$ cat src/rtl/seg_scan_ctrl.sv
// seg_scan_ctrl: time-multiplexed scanner for an 8-digit, 7-segment display.
// Each digit slot is CLK_DIV cycles long. The first BLANK_CYC cycles of a slot
// turn all anodes off, and the rest of the slot drives one digit.
// New data is written into a shadow copy. The shadow copy moves to the display
// copy only at a frame boundary, so a frame never shows two different values.
// Optional feature: define SEG_SCAN_LZB_EN to blank leading zeros.
module seg_scan_ctrl #(
  parameter int CLK_DIV   = 50000,
  parameter int BLANK_CYC = 500
) (
  input  logic        clk,
  input  logic        rst,
  input  logic        wr_en,
  input  logic [31:0] wr_data,
  input  logic [7:0]  wr_dig_en,
  output logic [7:0]  an,
  output logic [6:0]  seg,
  output logic        frame_done,
  output logic        pending
);

  localparam int CW = (CLK_DIV > 1) ? $clog2(CLK_DIV) : 1;
  localparam logic [CW-1:0] CNT_LAST    = CW'(CLK_DIV - 1);
  localparam logic [CW-1:0] CNT_BL_LAST = CW'(BLANK_CYC - 1);

  typedef enum logic {
    ST_BLANK  = 1'b0,
    ST_ACTIVE = 1'b1
  } state_t;

  state_t        state_reg, state_next;
  logic [CW-1:0] cnt_reg, cnt_next;
  logic [2:0]    idx_reg, idx_next;
  logic          slot_end;

  logic [31:0]   shad_data_reg, disp_data_reg;
  logic [7:0]    shad_en_reg, disp_en_reg;
  logic          pending_reg;

  logic [7:0]    an_reg, an_next;
  logic [6:0]    seg_reg, seg_next;
  logic [7:0]    keep;
  logic [3:0]    digit_nib;

  // Standard hex glyphs. The outputs are active-low, with bit0 = a and bit6 = g.
  function automatic logic [6:0] hex_glyph(input logic [3:0] n);
    logic [6:0] g;
    case (n)
      4'h0: g = 7'b1000000;
      4'h1: g = 7'b1111001;
      4'h2: g = 7'b0100100;
      4'h3: g = 7'b0110000;
      4'h4: g = 7'b0011001;
      4'h5: g = 7'b0010010;
      4'h6: g = 7'b0000010;
      4'h7: g = 7'b1111000;
      4'h8: g = 7'b0000000;
      4'h9: g = 7'b0010000;
      4'hA: g = 7'b0001000;
      4'hB: g = 7'b0000011;
      4'hC: g = 7'b1000110;
      4'hD: g = 7'b0100001;
      4'hE: g = 7'b0000110;
      default: g = 7'b0001110;
    endcase
    return g;
  endfunction

  assign slot_end   = (cnt_reg == CNT_LAST);
  assign frame_done = slot_end && (idx_reg == 3'd7);
  assign pending    = pending_reg;
  assign an         = an_reg;
  assign seg        = seg_reg;

  // Slot counter and digit index. The index advances when the slot counter wraps.
  always_comb begin
    cnt_next = slot_end ? '0 : cnt_reg + CW'(1);
    idx_next = slot_end ? idx_reg + 3'd1 : idx_reg;
  end

  // Register the slot counter and the digit index.
  always_ff @(posedge clk or posedge rst) begin
    if (rst) begin
      cnt_reg <= '0;
      idx_reg <= 3'd0;
    end else begin
      cnt_reg <= cnt_next;
      idx_reg <= idx_next;
    end
  end

  // FSM state register.
  always_ff @(posedge clk or posedge rst) begin
    if (rst) state_reg <= ST_BLANK;
    else     state_reg <= state_next;
  end

  // FSM next state: blank for the head of each slot, then drive the digit.
  always_comb begin
    state_next = state_reg;
    case (state_reg)
      ST_BLANK:  if (cnt_reg == CNT_BL_LAST) state_next = ST_ACTIVE;
      ST_ACTIVE: if (slot_end)               state_next = ST_BLANK;
      default:   state_next = ST_BLANK;
    endcase
  end

  // Shadow capture and frame-boundary transfer.
  // On a boundary cycle the display copy takes the old shadow value. A write
  // in that same cycle lands in the shadow copy and waits for the next frame.
  always_ff @(posedge clk or posedge rst) begin
    if (rst) begin
      shad_data_reg <= 32'd0;
      shad_en_reg   <= 8'd0;
      disp_data_reg <= 32'd0;
      disp_en_reg   <= 8'd0;
      pending_reg   <= 1'b0;
    end else begin
      if (frame_done) begin
        disp_data_reg <= shad_data_reg;
        disp_en_reg   <= shad_en_reg;
      end
      if (wr_en) begin
        shad_data_reg <= wr_data;
        shad_en_reg   <= wr_dig_en;
      end
      pending_reg <= wr_en | (pending_reg & ~frame_done);
    end
  end

`ifdef SEG_SCAN_LZB_EN
  // Leading-zero blanking. A digit stays visible if it is digit 0, or if it
  // or any higher digit holds a nonzero nibble that is enabled.
  logic [7:0] nz;
  for (genvar gi = 0; gi < 8; gi++) begin : g_lzb
    assign nz[gi] = disp_en_reg[gi] && (disp_data_reg[4*gi +: 4] != 4'h0);
    if (gi == 0) begin : g_d0
      assign keep[gi] = 1'b1;
    end else begin : g_dn
      assign keep[gi] = |nz[7:gi];
    end
  end
`else
  assign keep = 8'hFF;
`endif

  assign digit_nib = disp_data_reg[{idx_next, 2'b00} +: 4];

  // FSM outputs, computed from the next state so that the anode and the glyph
  // update together on the same edge.
  always_comb begin
    an_next  = 8'hFF;
    seg_next = 7'h7F;
    if (state_next == ST_ACTIVE) begin
      an_next[idx_next] = 1'b0;
      if (disp_en_reg[idx_next] && keep[idx_next]) seg_next = hex_glyph(digit_nib);
    end
  end

  // Registered anode and segment outputs.
  always_ff @(posedge clk or posedge rst) begin
    if (rst) begin
      an_reg  <= 8'hFF;
      seg_reg <= 7'h7F;
    end else begin
      an_reg  <= an_next;
      seg_reg <= seg_next;
    end
  end

endmodule

$ cat config.mk
export PLATFORM = sky130hd
export DESIGN_NAME = seg_scan_ctrl
export DESIGN_NICKNAME = d
export VERILOG_FILES = /design/src/rtl/seg_scan_ctrl.sv
export SDC_FILE = /design/constraint.sdc
export NUM_CORES = 1
export LEC_CHECK = 0
export BUFFER_PORTS_ARGS = -buffer_cell sky130_fd_sc_hd__buf_2
export CAP_MARGIN = 0
export CORE_MARGIN = 5
export CORE_UTILIZATION = 40
export DETAILED_ROUTE_END_ITERATION = 8
export SYNTH_ARGS = -nofsm -noshare
export SYNTH_HDL_FRONTEND = slang
export SYNTH_SLANG_ARGS = --single-unit
$ cat constraint.sdc
create_clock -name clk -period 3.2 [get_ports clk]
set_input_delay 0.16 -clock clk [delete_from_list [all_inputs] [get_ports clk]]
set_output_delay 0.16 -clock clk [all_outputs]
set_load 0.01 [all_outputs]
==> results of run 1 <==
-- where the power goes --
part	total (W)	switching (W)	leakage (nW)	internal, W
sequential	0.00155	0.0000290	1.46	0.00152
combinational	0.000160	0.0000606	1.61	0.0000990
clock	0.00199	0.000633	0.308	0.00135
-- placed cells by master, fill, tap and decap left out, types with 7 or more instances in the layout --
cell type and instances:
buf_2 59, buf_4 57, clkbuf_16 17, dfrtp_1 101
dfstp_2 15, dlygate4sd3_1 41, ha_1 7, mux2_2 83
mux2i_1 16, nand2_1 24, nand3_1 18, nor2_1 25
nor3_1 8, xor2_1 7
-- cell type report --
type / instances / area, µm²
Timing Repair Buffer: 160 / 1180
Multi-Input combinational cell: 281 / 2480
Tap cell: 176 / 220
Fill cell: 1115 / 5770
Clock inverter: 9 / 151
Inverter: 12 / 48.8
Clock buffer: 22 / 474
Sequential cell: 116 / 2920
-- logic make-up after synthesis --
logic type      after synthesis
flops                       116
simple gates                113
mux                         103
compound gates               42
buf+inv                      33
xor+xnor                     14
fa+ha+maj                     9
-- stage by stage --
stage	hold WS, ns	utilization, %	area (µm²)	power [W]	TNS, ns
after detailed placement	0.360	47.1	6240	0.00170	-0.114
after global routing	0.492	56.4	7470	0.00384	-0.196
after floorplan	0.312	-	5460	0.00164	-0.255
after global placement	0.350	47.1	6240	0.00169	0
final	0.451	56.4	7470	0.00370	0
after CTS	0.428	55.4	7340	0.00375	-0.0127
-- layer usage --
| metal | global-route usage (%) | share of wire (%) | vias up |
|---|---|---|---|
| met3 | 4.71 | 4.4 | 26 |
| met5 | 0 | 0 | - |
| met1 | 21.0 | 45 | 1862 |
| li1 | - | - | 1863 |
| met4 | 7.57 | 3.0 | 0 |
| met2 | 25.6 | 48 | 86 |
-- synth_stat cells, drive strengths merged, types with 2 or more instances --
cell      n
nor2     27
nor4      3
o211ai    3
o31ai     2
nor3      8
nand2    25
and2      4
dfstp    15
or4       4
o21ai     7
mux2i    18
xor2      7
nand4     6
a211oi    4
xnor2     7
inv      12
or4b      2
nand3    18
ha        9
nand3b    2
clkbuf   12
and3      3
dfrtp   101
mux2     84
o22ai     5
nand2b    5
a21oi     7
o221ai    5
nor3b     2
buf       9
-- worst max-delay path, stage by stage (launching register included) --
cell and delay (ns):
dfrtp_1 0.39, or4b_4 0.55, or4_4 0.61, a211oi_2 0.29, a211oi_2 0.08, o32a_4 0.37
buf_4 0.16, ha_1 0.29, a211o_1 0.27, nand4_1 0.10
-- final timing paths --
path | to | cells after the start | from | slack, ns
max reg2reg | seg[3] | 9 | cnt_reg[7] | 0.02
min reg2reg | cnt_reg[0] | 1 | cnt_reg[0] | 0.47
min in group clk | pending | 2 | wr_en | 0.45
max | seg[3] | 9 | cnt_reg[7] | 0.02
max in group asynchronous | seg[6] | 4 | rst | 1.92
min | disp_data_reg[0] | 3 | rst | 0.45
-- repair_timing --
item / 4_1_cts / 5_1_grt
hold endpoints to repair: 77 / 0
pin swaps: 8 / 10
hold buffers: 41 / 0
gates resized for setup: 8 / 15
cloned: 0 / 0
setup buffers: 3 / 9
setup endpoints to repair: 6 / 7
==> summary.md, run 1 <==
| Metric | Value |
|---|---|
| Pwr per Cell Area | 495 mW/mm² |
| Hold Path Class | in -> async |
| Setup WS post-layout | 0.0218 ns |
| Asr flop ratio synth | 100% |
| Final routed DRC violation total | 0 |
| Largest net degree at the start of global routing | 66 |
| TritonCTS clock tree | done |
| Actual slew at the worst max-slew pin | 0.869 ns |
| Wire length per cell | 15.6 µm |
| Iteration-0 DRC Markers | 206 |
| Clock sink count | 116 |
| Post-Synthesis Cell Area | 0.00542 mm² |
| Initial antenna violation count | 0 |
| Row cnt | 42 |
| Gr ovfl total | 0 |
| Critical Path AT | 3.53 ns |
| Clock Skew | 0.00983 ns |
| Crit path launch type | flop |
| Post-route ant nets | 0 |
| Clock latency on the worst-skew pair | 0.42 ns |
| Post-Synth Simple-Gate Area | 11.4% |
| Critical path class | reg -> reg |
| Outcome | finished clean |
| CTS Buf Count | 17 |
| Top post-synthesis cells by area | dfrtp_1 (47%), mux2_2 (17%), dfstp_2 (7.3%), mux2i_1 (3.1%), ha_1 (2.1%) |
| Post-synthesis mux area share | 21.5% |
| First-pass GRT wire length | 20.7 mm |
| Worst-path maximum fanout | 7 |
| Initial Util | 40.9% |
| ANT cells | 0 |
| Maximum clock frequency | 315 MHz |
| Mapped Nets | 482 |
| I/O Buffers | 59 |
| Overall routed net length | 12.1 mm |
| #FFs+latches synth | 116 |
| Vias in the first global route | 4141 |
| Sequential-to-total area share from yosys stat | 53.9% |
| Largest family of logic cells by synthesized area | multiplexers |
| Mean Syn Cell Area | 12.6 µm² |
| P&R area growth vs syn | 37.7% |
| Die span in x | 126 µm |
| EDFF count, synth | 0 |
| Max IR drop VDD | 359 µV |
| Die Ht | 126 µm |
| Nets | 640 |
| CTS max path bufs | 2 |
| Non-Filler Instances | 776 |
| Yosys top cell area share | 46.6% |
| Post-Synth XOR/XNOR Area | 2.26% |
| Synth Area in Compound Gates | 6.21% |
| Detailed Routing Iterations Pass 1 | 4 |
| Min Tclk post-route | 3.18 ns |
| Leakage power | 3.37 nW |
| Core box area | 0.0132 mm² |
| Routed vias | 3837 |
| Worst rel slew slack | 42.0% |
| Post-Synth Adder-Cell Area | 2.08% |
| Fin crit share | 99.3% |
| Leading area contributor after synthesis | dfrtp_1 |
| Synth unique cells | 58 |
| Placed cell count | 692 |
| Ys flop type | dfrtp_1 |
| Fin. max-slew vios | 0 |
| CP endpoint kind | flop |
| Layout cell share with drive strength beyond 1 | 48.0% |
| CTS H-tree depth | 4 |
| Setup violators final | 0 |
| Clk Tree Root Cell | clkbuf_16 |
| Worst Path Required | 3.55 ns |
| Die area | 0.0160 mm² |
| Place WS | -0.0478 ns |
| Via density per instance | 4.94 |
| Synthesis Warnings | 0 |
| Unrepaired setup endpoints after global routing | true |
| Final Hold Fails | 0 |
| Post-Synthesis Cells | 430 |
| DPL Wire Length | 8.55 mm |
| Placer Congestion | 0.859 |
| Top Ports | 60 |
| GRT Total Usage | 16.3% |
| MaxCap Viol Count | 0 |
| Worst-path clk slew | 0.05 ns |
(Power assumes the default switching activity.)
==> inputs of run 2 (changes only) <==
==> config.mk (replaced) <==
export PLATFORM = sky130hd
export DESIGN_NAME = seg_scan_ctrl
export DESIGN_NICKNAME = d
export VERILOG_FILES = /design/src/rtl/seg_scan_ctrl.sv
export SDC_FILE = /design/constraint.sdc
export NUM_CORES = 1
export LEC_CHECK = 0
export BUFFER_PORTS_ARGS = -buffer_cell sky130_fd_sc_hd__buf_4
export CAP_MARGIN = 0
export CELL_PAD_IN_SITES_DETAIL_PLACEMENT = 1
export CELL_PAD_IN_SITES_GLOBAL_PLACEMENT = 2
export CORE_MARGIN = 5
export CORE_UTILIZATION = 36
export DETAILED_ROUTE_END_ITERATION = 8
export PLACE_DENSITY_LB_ADDON = 0.1
export SYNTH_ARGS = -nofsm -noshare
export SYNTH_HDL_FRONTEND = slang
export SYNTH_SLANG_ARGS = --single-unit
==> run 2 against run 1 <==
  * The flow now finishes with violations (negative setup slack)
  * Via count rose by 1.1%
  * Worst hold slack got worse by 0.16 ns
  * Power rose by 1.3%
  * Fmax shrank 1.6%
  * Critical path type unchanged
  * Critical endpoint is now seg[0]
  * Largest power group unchanged
==> summary.md, run 2 (synthesis gave the netlist of run 1 again) <==
| Metric | Value |
|---|---|
| Outcome | complete, but fails checks (was finished clean) |
| Violated checks | negative setup slack |
| Worst-path maximum fanout | 6 (was 7) |
| HP Start | wr_en |
| Fillers | 1501 (was 1115) |
| CTS max path bufs | 2 (unchanged) |
| Top Ports | 60 (unchanged) |
| Final Hold Fails | 0 (unchanged) |
| P&R area growth vs syn | 40.7% (was 37.7%) |
| Vias in the first global route | 4281 (was 4141) |
| Leakage power | 3.43 nW (was 3.37 nW) |
| Slack of the worst reg-to-reg path | -0.03 ns (was 0.02 ns) |
| TritonCTS clock tree | done (unchanged) |
| CP endpoint kind | flop (unchanged) |
| Worst Path Required | 3.53 ns (was 3.55 ns) |
| Maximum clock frequency | 310 MHz (was 315 MHz) |
| Crit path launch type | flop (unchanged) |
| Fin area | 0.00763 mm² (was 0.00747 mm²) |
| R2r startpoint | cnt_reg[5] (was cnt_reg[7]) |
| Hold Path Class | in -> reg (was in -> async) |
| CP max stage delay | 0.63 ns (was 0.61 ns) |
| Via density per instance | 5.00 (was 4.94) |
| MaxCap Viol Count | 0 (unchanged) |
| Die Ht | 133 µm (was 126 µm) |
| Max IR drop VDD | 312 µV (was 359 µV) |
| Die area | 0.0176 mm² (was 0.0160 mm²) |
| Hold Path Cell Cnt | 2 |
| Setup WS post-layout | -0.0301 ns (was 0.0218 ns) |
| Actual slew at the worst max-slew pin | 0.622 ns (was 0.869 ns) |
| Worst-path clk slew | 0.05 ns (about the same) |
| Critical path class | reg -> reg (unchanged) |
| ANT cells | 0 (unchanged) |
| Overall routed net length | 13.4 mm (was 12.1 mm) |
| FF-to-FF path depth | 11 (was 9) |
| Most common cell after layout, fill and taps aside | buf_4 (was dfrtp_1) |
| Placer Congestion | 0.859 (about the same) |
| Gr ovfl total | 0 (unchanged) |
| WP buf/inv | 2 (was 1) |
| Clock Skew | 0.0111 ns (was 0.00983 ns) |
| Critical Path AT | 3.56 ns (was 3.53 ns) |
| Die span in x | 133 µm (was 126 µm) |
| Slowest-stage cell, CP | or4_4 (unchanged) |
| Critical path's top delay family | simple AND/OR/NAND/NOR gates (unchanged) |
| Initial antenna violation count | 0 (unchanged) |
| Post-route ant nets | 0 (unchanged) |
| RR Endpoint | seg[0] (was seg[3]) |
| Worst rel slew slack | 58.5% (was 42.0%) |
| Crit-path cells | or4b_4 > or4_4 > a21oi_4 > inv_4 > a211oi_4 > o32a_4 > inv_2 > ha_4 > or4_4 > o221ai_2 > o21ai_2 (was or4b_4 > or4_4 > a211oi_2 > a211oi_2 > o32a_4 > buf_4 > ha_1 > a211o_1 > nand4_1) |
| Final routed DRC violation total | 0 (unchanged) |
| Fin crit share | 101% (was 99.3%) |
| First-pass GRT wire length | 22.8 mm (was 20.7 mm) |
| Clk Tree Root Cell | clkbuf_16 (unchanged) |
| Pwr per Cell Area | 491 mW/mm² (was 495 mW/mm²) |
| Most frequent cells in the layout | buf_4 (105), dfrtp_1 (101), mux2_2 (83) (was dfrtp_1 (101), mux2_2 (83), buf_2 (59)) |
| Largest net degree at the start of global routing | 50 (was 66) |
| GRT Total Usage | 16.3% (about the same) |
| Hold endpoint | pending |
| Setup violators final | 1 (was 0) |
| DPL Wire Length | 9.53 mm (was 8.55 mm) |
| Fin. max-slew vios | 0 (unchanged) |
| Wire length per cell | 17.3 µm (was 15.6 µm) |
| Clock latency on the worst-skew pair | 0.41 ns (was 0.42 ns) |
| Nets | 633 (was 640) |
| I/O Buffers | 59 (unchanged) |
| CTS Buf Count | 17 (unchanged) |
| Final hold slack | 0.288 ns (was 0.451 ns) |
| Initial Util | 37.0% (was 40.9%) |
| CTS H-tree depth | 4 (unchanged) |
| Unrepaired setup endpoints after global routing | true (unchanged) |
| Min Tclk post-route | 3.23 ns (was 3.18 ns) |
| Clock sink count | 116 (unchanged) |
| Detailed Routing Iterations Pass 1 | 6 (was 4) |
| Layout cell share with drive strength beyond 1 | 47.5% (was 48.0%) |
| Iteration-0 DRC Markers | 117 (was 206) |
| CP dominant cell by count | or4_4 (was a211oi_2) |
| Routed vias | 3881 (was 3837) |
| Overall power | 0.00375 W (was 0.00370 W) |
| Dpl cell area | 0.00637 mm² (was 0.00624 mm²) |
| Row cnt | 44 (was 42) |
| Core box area | 0.0146 mm² (was 0.0132 mm²) |
| Sum of negative setup slack | -0.0301 ns (was 0 ns) |
## run 2: changes by cell type in the layout (fill, tap and decap cells not counted), moves of 3 or more
cell      before  now
a211oi_2       4    1
a211oi_4       0    3
buf_2         59    0
buf_4         57  105
buf_6          2    6
## run 2: worst register-to-register path, cell delays in order (launching register included)
cell and delay (ns):
dfrtp_1 0.39, or4b_4 0.55, or4_4 0.63, a21oi_4 0.22
inv_4 0.09, a211oi_4 0.26, o32a_4 0.20, inv_2 0.05
ha_4 0.16, or4_4 0.48, o221ai_2 0.08, o21ai_2 0.06
## run 2: worst max path at each step
stage	cells after the start	to	slack [ns]	from
floorplan	14	seg[0]	-0.19	cnt_reg[10]
global placement	12	seg[0]	-0.02	cnt_reg[7]
detailed placement	11	seg[0]	-0.20	cnt_reg[7]
CTS	14	seg[0]	-0.003	cnt_reg[11]
global route	12	seg[0]	-0.14	cnt_reg[5]
finish	11	seg[0]	-0.03	cnt_reg[5]
## run 2: layer usage
metal / vias to the layer above / track usage, % / share of wire, %
met4: 0 / 6.00 / 1.5
met1: 1955 / 21.4 / 47
met2: 53 / 26.3 / 49
met3: 17 / 3.83 / 2.9
met5: - / 0 / 0
li1: 1856 / - / -
## run 2: area by class of cell
| cell class | instances | area [µm²] | area share [%] |
|---|---|---|---|
| clock buffers | 21 | 480 | 6.30 |
| repair buffers | 153 | 1290 | 16.9 |
| multi-input cells | 281 | 2510 | 32.9 |
| well taps | 184 | 230 | 3.02 |
| flip-flops and latches | 116 | 2920 | 38.3 |
| clock inverters | 9 | 151 | 1.98 |
| inverters | 12 | 51.3 | 0.672 |
## run 2: repair_timing
action                                  CTS  global route
endpoints found under the setup margin    7             7
hold buffers                             41             0
gates resized for setup                  19            11
buffers inserted                          4             5
gates cloned                              0             0
pin swaps                                13            10
endpoints found under the hold margin    62             0
## run 2: power breakdown
group	switching, W	total (W)	internal [W]
logic	0.0000643	0.000175	0.000111
clock network	0.000652	0.00203	0.00137
registers	0.0000258	0.00155	0.00152
total	0.000743	0.00375	0.00300
## run 2: per-stage QoR
stage / util (%) / cells / setup slack, ns
after floorplan: - / 430 / -0.186
after global placement: 43.5 / 696 / -0.0177
after global routing: 52.1 / 776 / -0.138
after detailed placement: 43.5 / 696 / -0.197
after CTS: 51.4 / 771 / -0.00328
final: 52.1 / 776 / -0.0301
==> inputs of run 3 (changes only) <==
--- a/config.mk
+++ b/config.mk
@@ -10,9 +10,10 @@
 export CELL_PAD_IN_SITES_DETAIL_PLACEMENT = 1
 export CELL_PAD_IN_SITES_GLOBAL_PLACEMENT = 2
 export CORE_MARGIN = 5
-export CORE_UTILIZATION = 36
+export CORE_UTILIZATION = 40
 export DETAILED_ROUTE_END_ITERATION = 8
 export PLACE_DENSITY_LB_ADDON = 0.1
 export SYNTH_ARGS = -nofsm -noshare
 export SYNTH_HDL_FRONTEND = slang
 export SYNTH_SLANG_ARGS = --single-unit
+export TNS_END_PERCENT = 5
==> constraint.sdc (replaced) <==
create_clock -name clk -period 4.1 [get_ports clk]
set_input_delay 0.205 -clock clk [delete_from_list [all_inputs] [get_ports clk]]
set_output_delay 0.205 -clock clk [all_outputs]
set_load 0.01 [all_outputs]
==> run 3 against run 2 <==
  * The flow finishes with violations (negative hold slack)
  * Global-route usage is 0.44 points higher
  * Power is 23% lower
  * Highest routed layer unchanged
  * Fmax is 16% lower
  * Final cell count is 9.7% lower
  * Wire length is 7.0% lower
  * Register-to-register slack better by 0.30 ns
  * Largest power group unchanged
  * Worst setup slack better by 0.30 ns
  * Cell area is 10% lower
  * Utilization is 0.38 points lower
  * Die area is 9.3% lower
  * Largest cell class unchanged
==> summary.md, run 3 (synthesis gave the netlist of run 1 again) <==
| Metric | Value |
|---|---|
| Outcome | complete, but fails checks (unchanged) |
| Violated checks | negative hold slack (was negative setup slack) |
| Vias in the first global route | 3946 (was 4281) |
| Placer Congestion | 0.816 (was 0.859) |
| Worst-path clk slew | 0.05 ns (about the same) |
| Overall routed net length | 12.5 mm (was 13.4 mm) |
| Sum of negative setup slack | 0 ns (was -0.0301 ns) |
| Largest net degree at the start of global routing | 83 (was 50) |
| Place WS | 0.275 ns (was -0.197 ns) |
| Actual slew at the worst max-slew pin | 1.02 ns (was 0.622 ns) |
| First-pass GRT wire length | 21.0 mm (was 22.8 mm) |
| CTS Buf Count | 17 (unchanged) |
| Worst-path maximum fanout | 8 (was 6) |
| Crit path launch type | flop (unchanged) |
| Initial antenna violation count | 0 (unchanged) |
| Clock Skew | 0.00568 ns (was 0.0111 ns) |
| Final routed DRC violation total | 0 (unchanged) |
| Setup crit start | cnt_reg[4] (was cnt_reg[5]) |
| Wire length per cell | 17.8 µm (was 17.3 µm) |
| Top Ports | 60 (unchanged) |
| Initial Util | 40.9% (was 37.0%) |
| Min Tclk post-route | 3.83 ns (was 3.23 ns) |
| Most common cell after layout, fill and taps aside | dfrtp_1 (was buf_4) |
| Worst Path Required | 4.45 ns (was 3.53 ns) |
| Setup violators final | 0 (was 1) |
| Max IR drop VDD | 293 µV (was 312 µV) |
| TritonCTS clock tree | done (unchanged) |
| Core box area | 0.0132 mm² (was 0.0146 mm²) |
| Pwr per Cell Area | 422 mW/mm² (was 491 mW/mm²) |
| Die span in x | 126 µm (was 133 µm) |
| Most frequent cells in the layout | dfrtp_1 (101), mux2_2 (83), buf_4 (68) (was buf_4 (105), dfrtp_1 (101), mux2_2 (83)) |
| MaxCap Viol Count | 0 (unchanged) |
| Clk Tree Root Cell | clkbuf_16 (unchanged) |
| Unrepaired setup endpoints after global routing | false (was true) |
| Critical Path End | seg[0] (unchanged) |
| Util after Layout | 51.7% (was 52.1%) |
| Critical Path AT | 4.18 ns (was 3.56 ns) |
| GRT met1 Usage | 21.3% (was 21.4%) |
| Most Crowded Layer GR | met2 (unchanged) |
| Final Hold Fails | 1 (was 0) |
| Fin. max-slew vios | 0 (unchanged) |
| CP endpoint kind | flop (unchanged) |
| Layout cell share with drive strength beyond 1 | 41.3% (was 47.5%) |
| Nets | 564 (was 633) |
| R2r startpoint | cnt_reg[4] (was cnt_reg[5]) |
| Slack of the worst reg-to-reg path | 0.27 ns (was -0.03 ns) |
| DPL Wire Length | 8.86 mm (was 9.53 mm) |
| Die Ht | 126 µm (was 133 µm) |
| Critical path class | reg -> reg (unchanged) |
| Die area | 0.0160 mm² (was 0.0176 mm²) |
| ANT cells | 0 (unchanged) |
| Hold Path Class | in -> async (was in -> reg) |
| RR Endpoint | seg[0] (unchanged) |
| Met3 usage | 4.41% (was 3.83%) |
| Worst rel slew slack | 31.7% (was 58.5%) |
| Fin crit share | 93.5% (was 101%) |
| Routed vias | 3593 (was 3881) |
| CTS H-tree depth | 4 (unchanged) |
| I/O Buffers | 59 (unchanged) |
| Gr ovfl total | 0 (unchanged) |
| Clock sink count | 116 (unchanged) |
| Iteration-0 DRC Markers | 194 (was 117) |
| Met2 Resource Use GR | 27.6% (was 26.3%) |
| Leakage power | 3.08 nW (was 3.43 nW) |
| Row cnt | 42 (was 44) |
| CTS max path bufs | 2 (unchanged) |
| Via density per instance | 5.13 (was 5.00) |
| P&R area growth vs syn | 26.3% (was 40.7%) |
| FF-to-FF path depth | 12 (was 11) |
| Post-route ant nets | 0 (unchanged) |
| GRT Total Usage | 16.7% (was 16.3%) |
| Detailed Routing Iterations Pass 1 | 4 (was 6) |
| Setup WS post-layout | 0.265 ns (was -0.0301 ns) |
| Final hold slack | -0.00179 ns (was 0.288 ns) |
| Overall power | 0.00289 W (was 0.00375 W) |
| Clock latency on the worst-skew pair | 0.42 ns (was 0.41 ns) |
| Maximum clock frequency | 261 MHz (was 310 MHz) |
[run 3: how the worst min path moves through the flow]
stage,startpoint,to,slack (ns),cells past startpoint
finish,rst,cnt_reg[11],-0.002,2
global route,wr_dig_en[0],shad_en_reg[0],0.009,2
CTS,wr_data[11],shad_data_reg[11],0.0008,2
detailed placement,wr_dig_en[3],shad_en_reg[3],0.44,2
global placement,wr_dig_en[0],shad_en_reg[0],0.44,2
floorplan,wr_dig_en[6],shad_en_reg[6],0.36,1
[run 3: worst max-delay path, cell delays in order, from the launching register on]
cell	delay, ns
dfrtp_1	0.45
or4b_1	0.60
or4_4	0.60
a21oi_4	0.26
inv_2	0.12
o31ai_1	0.23
o31ai_1	0.10
nand3_1	0.23
inv_1	0.15
ha_1	0.29
or4_1	0.55
o221ai_1	0.12
o21ai_2	0.07
[run 3: layer usage]
metal,wire (µm),part of all wire (%),up-vias
met5,0,0,-
met4,213,1.7,0
met3,483,3.9,17
met2,6170,49,57
met1,5630,45,1801
li1,-,-,1718
[run 3: report_power, final]
group,leakage [nW],internal (W),switching (W)
Sequential,1.46,0.00119,0.0000211
Clock,0.297,0.00103,0.000534
Combinational,1.33,0.0000706,0.0000455
Total,3.08,0.00229,0.000601
[run 3: area by class of cell]
class | instances | area, µm²
fill | 1391 | 6390
sequential | 116 | 2920
multi-input combinational | 281 | 2360
timing repair buffer | 84 | 671
clock buffer | 20 | 447
tap | 176 | 220
clock inverter | 12 | 179
inverter | 12 | 47.5
[run 3: through the flow]
stage	instance area (µm²)	cells	hold slack, ns
finish	6850	701	-0.00179
global route	6850	701	0.00928
CTS	6840	701	0.000760
detailed placement	6050	653	0.443
global placement	6050	653	0.438
floorplan	5420	430	0.357
[run 3: what timing repair did]
action                                 CTS  global route
setup endpoints to repair                0             1
gates resized for setup                  0             2
hold buffers                            16             0
buffers inserted                         0             0
endpoints found under the hold margin   16             0
